`config.mk`:
```
export PLATFORM = sky130hd
export DESIGN_NAME = register_file
export DESIGN_NICKNAME = d
export VERILOG_FILES = /design/src/rtl/register_file.sv
export SDC_FILE = /design/constraint.sdc
export NUM_CORES = 2
export LEC_CHECK = 0
export BUFFER_PORTS_ARGS = -buffer_cell sky130_fd_sc_hd__buf_2
export CAP_MARGIN = 10
export CORE_UTILIZATION = 36
export CTS_CLUSTER_SIZE = 8
export DETAILED_ROUTE_END_ITERATION = 8
export HOLD_SLACK_MARGIN = 0.15
export PLACE_DENSITY = 0.5
export SYNTH_ARGS = -nofsm -noshare
export SYNTH_HDL_FRONTEND = slang
export SYNTH_SLANG_ARGS = --single-unit
```
`constraint.sdc`:
```
create_clock -name clk -period 2.2 [get_ports clk]
set_input_delay 0.44 -clock clk [delete_from_list [all_inputs] [get_ports clk]]
set_output_delay 0.44 -clock clk [all_outputs]
set_load 0.03 [all_outputs]
```
`src/rtl/register_file.sv`:
```
// register_file: 32 x 32-bit general-purpose register file for the processor datapath.
// Two combinational read ports feed the ALU operands; one synchronous write port
// takes the writeback result. Every entry, including index 0, is ordinary storage.
module register_file #(
    parameter int unsigned DATA_W = 32,
    parameter int unsigned ADDR_W = 5
) (
    input  logic              clk,
    input  logic              rst_n,
    input  logic [ADDR_W-1:0] r1,
    input  logic [ADDR_W-1:0] r2,
    input  logic [ADDR_W-1:0] w,
    input  logic [DATA_W-1:0] wD,
    input  logic              Control,
    output logic [DATA_W-1:0] rD1,
    output logic [DATA_W-1:0] rD2
);

    localparam int unsigned DEPTH = 2 ** ADDR_W;

    logic [DATA_W-1:0] regs [DEPTH];

    // Storage: async clear of every entry while rst_n is low, otherwise a gated write.
    always_ff @(posedge clk or negedge rst_n) begin
        if (!rst_n) begin
            for (int i = 0; i < int'(DEPTH); i++) begin
                regs[i] <= '0;
            end
        end else if (Control) begin
            regs[w] <= wD;
        end
    end

    // Read ports have no write-through bypass: a same-cycle write shows up after the edge.
    assign rD1 = regs[r1];
    assign rD2 = regs[r2];

endmodule

```
Yosys cells after proc, flatten, opt, wreduce, memory -nomap -nowiden
Index checks and enable logic that the tools add are counted.

storage, ports and cells
  logic and storage cells = 49
  register bits = 1024
  input port bits = 50

operators by class
  reduce and logical (&&, ||, !) cells = 1
  $lt $le $gt $ge = 4
  mux-type cells = 9
  bitwise logic cells = 3

operators by type and width
  kind                                                                           number
  1024-bit bitwise mux                                                           1
  32-bit binary-select mux with 5-bit select                                     2
  32-bit demux with 5-bit select                                                 1
  32-bit 2-to-1 mux                                                              5
  6-bit greater-or-equal comparator (second input constant)                      3
  5-bit NOT with 6-bit output                                                    3
  6-bit by 1-bit less-than comparator with 1-bit output (second input constant)  1
  1-bit logical AND                                                              1

Longest topological paths before layout
  word-level depth = 6
  mapped depth = 8
  gate-level depth less buffers = 5

Worst setup path after synthesis
No wires, ideal clock.

  kind = input port to output port
  start point = input port r2[1]
  end point = output port rD2[16]
  cell stages on the path = 8
  path buffers = 4
  arrival = 1.825 ns
  path slack = -0.065 ns
  data required time = 1.760 ns
  cells stage by stage = buf_2 -> buf_4 -> buf_2 -> buf_2 -> mux2i_1 -> nand2_1 -> a31oi_1 -> nand3_1

on the way
  word-level cells in the longest chain between the ends = 4

ends and longest elaborated chain
  item                                                  line  source
  from (decl)                                           11    input logic [ADDR_W-1:0] r2,
  5-bit NOT with 6-bit output (not written as such)     36    assign rD2 = regs[r2];
  32-bit binary-select mux with 5-bit select            36
  32-bit 2-to-1 mux (not written as such) (2 in a row)  36
  to (decl)                                             16    output logic [DATA_W-1:0] rD2

No other way between the ends. The select of a mux whose other input is x is not followed.

Final worst setup path
  start point = register regs[1000] in the netlist's numbering
  end point = output port rD2[8]

on the way
  word-level cells in the longest chain between the ends = 3

ends and longest elaborated chain
  item                                                  line  source
  from (decl)                                           21    logic [DATA_W-1:0] regs [DEPTH];
  from (signal, indexed assignment)                     30    regs[w] <= wD;
  32-bit binary-select mux with 5-bit select            36
  32-bit 2-to-1 mux (not written as such) (2 in a row)  36

No other way between the ends. The select of a mux whose other input is x is not followed.

==> impl_metrics.py <==
metrics = {
    "sta": {
        "max_freq_mhz": 368,
        "worst_slack_ps": -519,
        "final_max_slew_viol_count": 0,
        "min_period_ps": 2720,
        "period_share_pct": 124,
        "tns_ps": -22700,
        "rsz0062_at_grt": "yes",
        "setup_violations": 64,
        "tightestPinTransition_ps": 1310,
        "hold_viol": 0,
        "relSlewSlack_pct": 12.8,
        "finalClockSkew_ps": 0,
    },
    "logic_synthesis": {
        "synthCells": 4605,
        "synth_enable_flop_cells": 0,
        "ys_seq_area_share_pct": 45.6,
        "yosys_warnings": 0,
        "ys_async_sr_fraction_pct": 100,
        "syn_area_um2": 56200,
        "ys_seq_elements": 1024,
        "synth.top_cell.area_share_pct": 45.6,
        "avgSynthCellArea_um2": 12.2,
        "synthFlopType": "dfrtp_1",
        "synth_cell_types": 28,
        "synth_fp_nets": 4655,
        "yosysTopAreaCell": "dfrtp_1",
        "synth_area_leaders": "dfrtp_1, mux2_2, mux2i_1",
    },
    "critical_path": {
        "endpoint_kind": "output port",
        "critPathKind": "reg -> out",
        "path_max_fanout": 3,
        "arrival_ps": 2280,
        "cp-start-kind": "flip-flop",
        "required_ps": 1760,
    },
    "floorplanning": {
        "start_util_pct": 36.4,
        "die_x_um": 397,
        "die_y_um": 397,
        "coreArea_um2": 155000,
        "num_io_pins": 114,
        "rows": 144,
        "dieArea_um2": 158000,
    },
    "clocking": {
        "clock_latency_ps": 760,
        "clk_path_buf_depth": 3,
        "numCtsBuffers": 146,
        "cts_sinks": 1024,
        "clock-root-buffer": "clkbuf_16",
        "clk_pin_slew_ps": 50,
        "cts_tree": "done",
        "htreeDepth": 4,
    },
    "global_routing": {
        "grt_pass1_vias": 41100,
        "antenna_found_initial": 17,
        "grt-ovfl-total": 0,
        "grt_start_max_net_pins": 82,
        "grt_pass1_wl_um": 287000,
        "grtUsageTotal_pct": 24.6,
    },
    "pwr": {
        "p_per_area_nw_per_um2": 852,
        "ir_worst_vdd_v": 0.000801,
        "fin_total_pwr_mw": 58.6,
        "p_leak_nw": 32.2,
    },
    "route": {
        "drtIter0Drc": 2669,
        "drcViolationCount": 0,
        "vias_per_cell": 5.72,
        "vias": 39800,
        "firstDrtPassIters": 5,
        "wl_per_cell_um": 28.2,
        "detail-route-antenna-nets": 0,
        "totalWireLength_um": 196000,
    },
    "finish": {
        "final_cell_count_no_fill": 6960,
        "final_common_cell": "dfrtp_1",
        "top_regs": "regs (1024)",
        "top_register": "regs",
        "largest_reg_flops": 1024,
        "most-common-layout-cells": "dfrtp_1, mux2i_1, mux2_2",
        "synthToLayoutAreaGrowth_pct": 22.2,
        "nets": 4943,
        "final_layout_size_suffix_gt1_share_pct": 39.4,
        "design_area_um2": 68700,
    },
    "run_status": {
        "violations": "negative setup slack",
        "status": "complete, but fails checks",
    },
    "place": {
        "gp_congestion": 0.810,
        "placed_area_um2": 63100,
        "place_inst": 6778,
        "portBuffers": 113,
        "dpl.hpwl_um": 125000,
    },
    "worst_hold_path": {
        "worstHoldPathType": "in -> reg",
    },
    "run": {
        "drv_cap": 0,
    },
}
-- per-layer routing --
layer	vias to the layer above	track usage, %	part of all wire [%]
li1	17600	-	-
met1	21000	35.2	47
met2	956	38.2	45
met3	285	4.07	4.8
met4	8	6.98	2.3
met5	-	0	0.027
-- power breakdown --
group | internal [mW] | switching, mW
sequential | 22.6 | 2.81
clock | 12.2 | 8.46
combinational | 6.65 | 5.93
total | 41.4 | 17.2
-- repair_timing --
| item | CTS | global route |
|---|---|---|
| setup buffers | 11 | 13 |
| setup endpoints to repair | 64 | 64 |
| hold endpoints to repair | 596 | 0 |
| resized for setup | 241 | 54 |
| gates cloned | 2 | 5 |
| hold buffers | 2 | 0 |
| pin swaps | 117 | 88 |
-- synthesized netlist by cell type (all sizes together) (2+ instances only) --
master  number
a21oi      192
a22o       128
a22oi      192
a31oi       64
and2         2
buf        254
clkbuf     190
dfrtp     1024
mux2      1024
mux2i     1024
nand2      211
nand2b       4
nand3      194
nand3b       4
nor2        19
nor2b        4
nor3        65
nor3b        4
or2          3
-- path summary, 6_finish.rpt --
check / end / from / cells after the start / slack, ps
setup / recovery: rD2[8] / regs[1000] / 6 / -520
hold / removal: regs[660] / w[2] / 4 / 300
setup reg to reg: regs[954] / regs[954] / 2 / 1290
hold reg to reg: regs[634] / regs[634] / 1 / 500
max in group asynchronous: regs[101] / rst_n / 3 / 810
min in group asynchronous: regs[677] / rst_n / 3 / 420
-- area by class of cell --
class / count / area [um2]
fill: 14200 / 85900
multi-input combinational: 3137 / 29600
sequential: 1024 / 25600
timing repair buffer: 584 / 7030
clock buffer: 160 / 3830
tap: 2044 / 2560
clock inverter: 9 / 124
antenna: 2 / 5.00
-- critical path, cell delays in order (launching register included) --
cell	delay [ps]
dfrtp_1	370
mux2i_1	80
a22o_1	230
nor3_1	370
a31oi_1	110
nand3_2	120
buf_2	220
-- logic make-up (layout without fill, tap and decap cells) --
logic type / after synthesis / in the layout / synth area share (%)
multiplexers: 2048 / 2048 / 38.7
AND/OR/NAND/NOR: 513 / 513 / 4.38
other: 0 / 2 / 0
AO/OA/AOI/OAI: 576 / 576 / 6.98
buffers and inverters: 444 / 753 / 4.36
flip-flops: 1024 / 1024 / 45.6
-- through the flow --
| stage | hold slack [ps] | setup WS [ps] | util [%] |
|---|---|---|---|
| 3_5_place_dp | 363 | -546 | 40.8 |
| 2_1_floorplan | 144 | -19.1 | - |
| 5_1_grt | 309 | -569 | 44.5 |
| 4_1_cts | 248 | -550 | 44.1 |
| 3_3_place_gp | 361 | -529 | 40.8 |
| 6_report | 301 | -519 | 44.5 |
(Power assumes the default switching activity.)
